`config.mk`:
```
export PLATFORM = sky130hd
export DESIGN_NAME = sat_counter
export DESIGN_NICKNAME = d
export VERILOG_FILES = /design/src/rtl/ucc_pkg.sv /design/src/rtl/sat_counter.sv
export SDC_FILE = /design/constraint.sdc
export NUM_CORES = 1
export LEC_CHECK = 0
export CORE_AREA = 2 2 39 41
export DETAILED_ROUTE_END_ITERATION = 16
export DIE_AREA = 0 0 41 43
export SLEW_MARGIN = 20
export SYNTH_ARGS = -nofsm -noshare
export SYNTH_HDL_FRONTEND = slang
export SYNTH_SLANG_ARGS = --single-unit
```
`constraint.sdc`:
```
create_clock -name clk -period 1.7 [get_ports clk]
set_clock_uncertainty 0.1 [all_clocks]
set_input_delay 0.34 -clock clk [delete_from_list [all_inputs] [get_ports clk]]
set_output_delay 0.34 -clock clk [all_outputs]
set_load 0.005 [all_outputs]
```
`src/rtl/ucc_pkg.sv`:
```
// Shared types and helpers for the up-counter sequence checker.
package ucc_pkg;

   // Checker tracking state: hunting for a first sample, confirming, tracking.
   typedef enum logic [1:0] {
      UNSYNC  = 2'd0,
      ACQUIRE = 2'd1,
      LOCKED  = 2'd2
   } ucc_state_e;

   // Increment v, holding at the all-ones value of a w-bit field (w < 32).
   function automatic logic [31:0] sat_inc(input logic [31:0] v, input int unsigned w);
      logic [31:0] max_v;
      max_v = (32'd1 << w) - 32'd1;
      if (v >= max_v) begin
         return max_v;
      end
      return v + 32'd1;
   endfunction

endpackage

```
`src/rtl/sat_counter.sv`:
```
// Saturating event counter with synchronous clear and async active-low reset.
module sat_counter
   import ucc_pkg::*;
#(
   parameter int CNT_W = 8
) (
   input  logic             clk,
   input  logic             reset,
   input  logic             inc,
   input  logic             clr,
   output logic [CNT_W-1:0] count
);

   logic [CNT_W-1:0] cnt_d;
   logic [CNT_W-1:0] cnt_q;

   // Next count: clear wins, otherwise bump and stick at all-ones.
   always_comb begin
      cnt_d = cnt_q;
      if (clr) begin
         cnt_d = '0;
      end else if (inc) begin
         cnt_d = CNT_W'(sat_inc(32'(cnt_q), CNT_W));
      end
   end

   // Count register.
   always_ff @(posedge clk or negedge reset) begin
      if (!reset) begin
         cnt_q <= '0;
      end else begin
         cnt_q <= cnt_d;
      end
   end

   assign count = cnt_q;

endmodule

```
==> results of run 1 <==
[routing by layer]
layer / global-route usage, % / share of wire, % / vias up
li1: - / - / 201
met1: 23.2 / 47 / 191
met2: 19.7 / 44 / 15
met3: 4.71 / 5.7 / 4
met4: 10.0 / 3.4 / 0
met5: 0 / 0 / -
[layout by cell type (no fill, tap or decap), drive strengths merged]
cell type      Yosys  final
clkdlybuf4s50      0     10
dfrtp              8      8
a211oi             6      6
a21oi              4      4
and4               3      3
nor2               3      3
clkbuf             0      3
buf                3      3
a31oi              2      2
nand4              2      2
a311oi             2      2
and3               2      2
nand2              2      2
o21bai             1      1
nor3               1      1
a41oi              1      1
inv                1      1
nor2b              1      1
ha                 1      1
dlymetal6s2s       0      1
[metrics by stage]
stage / power [uW] / util, % / cell area, sq um
after floorplan: 220 / - / 429
after global placement: 250 / 40.9 / 566
after detailed placement: 251 / 40.9 / 566
after CTS: 403 / 42.6 / 589
after global routing: 422 / 42.9 / 594
final: 399 / 42.9 / 594
[power by group]
group          switching (uW)  internal (uW)
registers                5.63            195
clock network            71.3           81.2
logic                    21.2           24.6
[path summary, 6_finish.rpt]
check / endpoint / slack [ns] / cells after the start
min: count[1] / 0.26 / 1
max reg2reg: count[4] / 0.14 / 4
max in group asynchronous: count[0] / 0.94 / 1
min in group clk: count[6] / 0.44 / 1
min reg2reg: count[6] / 0.44 / 1
max: count[2] / 0.06 / 1
[Yosys cell counts]
cell,number,area [sq um]
nand2_2,1,6.26
nand4_1,2,12.5
and4_1,3,26.3
nand2_1,1,3.75
and3_1,1,6.26
dfrtp_1,8,200
buf_1,1,3.75
inv_1,1,3.75
a211oi_1,6,45.0
buf_4,1,7.51
nor3_1,1,5.00
a41oi_1,1,8.76
a311oi_1,2,17.5
buf_2,1,5.00
ha_1,1,12.5
o21bai_1,1,7.51
a21oi_1,4,20.0
and3_2,1,7.51
nor2_1,3,11.3
a31oi_1,2,12.5
nor2b_1,1,6.26
[final cells by class]
cell class	instances	area share [%]
well taps	16	3.37
repair buffers	14	22.7
flip-flops and latches	8	34.3
multi-input cells	31	35.2
clock buffers	3	3.79
inverters	1	0.632
[logic make-up after synthesis]
family / after synthesis / share of synthesized area [%]
buffers and inverters: 4 / 4.66
DFF: 8 / 46.6
adders and majority gates: 1 / 2.91
AOI/OAI and AO/OA: 16 / 25.9
and+or+nand+nor: 14 / 19.8
==> metrics, run 1 <==
Tot GR Track Use=15.9%; Crit path arrival time=between 1 and 1.5 ns; hold buffer count at cts=0; Die ar.=1760 sq um; Crit. End Element=output pin; Crit Path Category=reg2out; Max Root-Sink Buffers=2; final-stage net count=between 60 and 70; Worst Path Required=about 1.3 ns; max_cap viols=0; final setup TNS=0 ns; core area=1380 sq um; period utilisation layout=96.7%; area occupied by multi-input gates=around 210 sq um; GRT overflow=0; Residual DRC=0; I/O pins=12; Inst Count DP=70; TritonCTS clock tree=built; critical path, cell by cell=clkdlybuf4s50_1; Largest delay share family, worst path=buffers and inverters; sequential area share after synthesis=a little under half; synth warn=0; postcts setup bufs=0; Netlist cell types=21; port bufs=11; DRT Pass-1 Iters=4; hold_ws=between 0.2 and 0.3 ns; root buffer cell=clkbuf_4; Worst Path Max Fanout=8; # rows=14; post-CTS sizing=1; number of diodes=0; Routed Antenna Nets=0; clock sink count=8; slew margin rel.=about 75%; WL final=1040 um; layout cell share with drive strength beyond 1=19.3%; number of flip-flops in the largest register=8; Syn Inst Count=between 40 and 50; worst-skew pair later-pin latency=between 0.2 and 0.3 ns; Yosys reg bits=8; RSZ-0062 raised after global routing=no; DP Worst Slack=-0.0386 ns; worst min-delay path class=in2async; largest net degree at the start of global routing=9; P_leak=between 0.0002 and 0.00025 uW; area growth from synthesis to final layout=38.5%; CP peak stage delay=about 0.52 ns; Syn Std Cell Area=between 400 and 500 sq um; worst setup margin=0.0561 ns; final-report hold violation count=0; die width=roughly 41 um; Avg Cell Area, Syn=about 10 sq um; Clock transition at path regs=around 0.06 ns; crit path buf inv count=1; worst r2r src=count[0]; crit start category=flop; drt initial violations=6; initial antenna violation count=0; Placer Congestion=0.754; worst vdd ir=about 0.38 mV; first-pass GRT wire length=1790 um; Fillers=135; power per cell area=just under 700 nW/um^2; FF/Latch Area=roughly 200 sq um; DIE HEIGHT=~43 um; HPWL after DPL=a little under 800 um; Finished Layout Cells=73; status=finished clean; count of final max-slew check failures=0; Inserted Clock Buffers=3; worst-margin pin slew=approximately 0.37 ns; Post-Syn Nets=48; vias in the first global route=between 300 and 400; setup violators final=0; Slowest-stage cell, CP=clkdlybuf4s50_1; via/cell ratio=roughly 5.6; Tmin final=1.64 ns; Initial Util=a little under a third; wire length per cell=around 14 um; Crit. Startpoint=count[2]; total number of vias=approximately 410; fmax=608 MHz; H-tree depth=1
Power figures use the tool's default switching activity.
==> run 2: changes to the inputs <==
Clock period 1.7 ns to 1.5 ns, I/O delays scaled along.
==> run 2 against run 1 <==
  * Clock power grew 5%
  * Flip-flop and latch count unchanged
  * Core utilization grew 7.4 points
  * Cell count up 16%
  * First-iteration DRC count grew 83%
  * Sequential share of layout area fell by 5.6 points
  * Via count rose by 12%
  * Register-to-register slack lost 0.096 ns
  * Critical endpoint is now count[4]
  * Largest power group unchanged
  * Highest routed layer is now met3
==> metrics, run 2 (synthesized netlist as in run 1, its figures left out) <==
status=finished clean; die width=41 um; # rows=14; combinational group share of total power=approximately 15%; hold_ws=around 0.23 ns; I/O pins=12; crit start category=flop; vias in the first global route=422; max_cap viols=0; number of diodes=0; register-to-register setup slack=between 0.04 and 0.05 ns; most frequent cells in the layout=15 x buf_4, 8 x dfrtp_1; fmax=687 MHz; critical path, cell by cell=buf_4 > ha_1 > buf_4 > nand4_1 > a211oi_2 > a211oi_2; port bufs=11; Reg power frac=49.4%; Residual DRC=0; Routed Antenna Nets=0; Clock transition at path regs=roughly 0.05 ns; most common cell after layout, fill and taps aside=buf_4; worst r2r src=count[1]; final-stage net count=76; clock sink count=8; layout cell share with drive strength beyond 1=31.9%; Die ar.=around 1800 sq um; worst-skew pair later-pin latency=about 0.25 ns; DRT Pass-1 Iters=3; wire length per cell=13.7 um; area growth from synthesis to final layout=62.4%; DP Worst Slack=-0.172 ns; Tot GR Track Use=16.1%; largest net degree at the start of global routing=9; root buffer cell=clkbuf_4; power per cell area=roughly 650 nW/um^2; Switching Share=a little under a quarter; final setup TNS=0 ns; Tmin final=~1.5 ns; Worst Path Max Fanout=5; Worst Path Required=~1.6 ns; worst min-delay path class=in2async; Fillers=135; total number of vias=460; final-report hold violation count=0; first-pass GRT wire length=around 1900 um; CP peak stage delay=~0.38 ns; Crit Path Category=reg2reg; GRT overflow=0; worst-margin pin slew=0.382 ns; Inserted Clock Buffers=3; Max Root-Sink Buffers=2; switching power=just over 100 uW; WL final=around 1200 um; worst setup margin=0.0438 ns; slew margin rel.=between 70% and 80%; P_int=roughly 350 uW; Crit. End Element=flop; drt initial violations=11; count of final max-slew check failures=0; Crit path arrival time=about 1.5 ns; TritonCTS clock tree=built; number of flip-flops in the largest register=8; worst vdd ir=approximately 0.42 mV; HPWL after DPL=about 770 um; core area=roughly 1400 sq um; period utilisation layout=between 90% and 100%; setup violators final=0; Slowest-stage cell, CP=dfrtp_1; Initial Util=between 30% and 40%; initial antenna violation count=0; Inst Count DP=73; DIE HEIGHT=between 40 and 50 um; FF-to-FF End=count[4]; H-tree depth=1; r2r worst-path depth=6; Placer Congestion=between 0.7 and 0.8; clock share of power=about 35%; Finished Layout Cells=85; via/cell ratio=approximately 5.4; P_leak=~0.00038 uW
-- run 2: layer usage --
| layer | global-route usage (%) | wire (um) | vias to the layer above |
|---|---|---|---|
| li1 | - | - | 224 |
| met2 | 21.3 | 563 | 14 |
| met3 | 7.85 | 71 | 0 |
| met5 | 0 | 0 | - |
| met4 | 4.00 | 0 | 0 |
| met1 | 23.1 | 529 | 222 |
-- run 2: final cells by class --
cell class	count	area, sq um	share of cell area (%)
timing repair buffer	26	228	32.7
multi-input combinational	31	223	32.0
sequential	8	200	28.7
clock buffer	3	22.5	3.23
tap	16	20.0	2.87
inverter	1	3.75	0.539
-- run 2: worst max-delay path by stage --
stage | end | start | depth (start not counted)
after global routing | count[6] | count[1] | 6
final | count[4] | count[1] | 6
after global placement | count[7] | inc | 4
after floorplan | count[4] | count[0] | 4
after CTS | count[1] | count[1] | 1
after detailed placement | count[5] | inc | 4
-- run 2: timing repair --
item / in CTS / in global routing
hold buffers: 0 / 0
pin swaps: 0 / 3
gates resized for setup: 5 / 6
endpoints found under the setup margin: 8 / 8
setup buffers: 8 / 1
-- run 2: critical path: cells and delay by family, from the launching register on --
kind,cells,cell delay [ns]
and+or+nand+nor,1,0.15
AOI/OAI and AO/OA,2,0.24
buffers and inverters,2,0.30
DFF,1,0.38
adders and majority gates,1,0.19
-- run 2: metrics by stage --
stage / util (%) / cell area (sq um) / power, uW
6_report: 50.4 / 697 / 453
5_1_grt: 50.4 / 697 / 488
3_3_place_gp: 42.5 / 588 / 287
3_5_place_dp: 42.5 / 588 / 287
4_1_cts: 48.5 / 671 / 459
2_1_floorplan: - / 429 / 250
-- run 2: power by group through the flow --
| stage | combinational (uW) | clock, uW | sequential (uW) |
|---|---|---|---|
| 6_report | 68.7 | 160 | 224 |
| 4_1_cts | 67.0 | 169 | 223 |
| 3_5_place_dp | 56.3 | 0 | 231 |
| 2_1_floorplan | 18.4 | 0 | 231 |
| 3_3_place_gp | 56.3 | 0 | 231 |
| 5_1_grt | 77.6 | 186 | 224 |
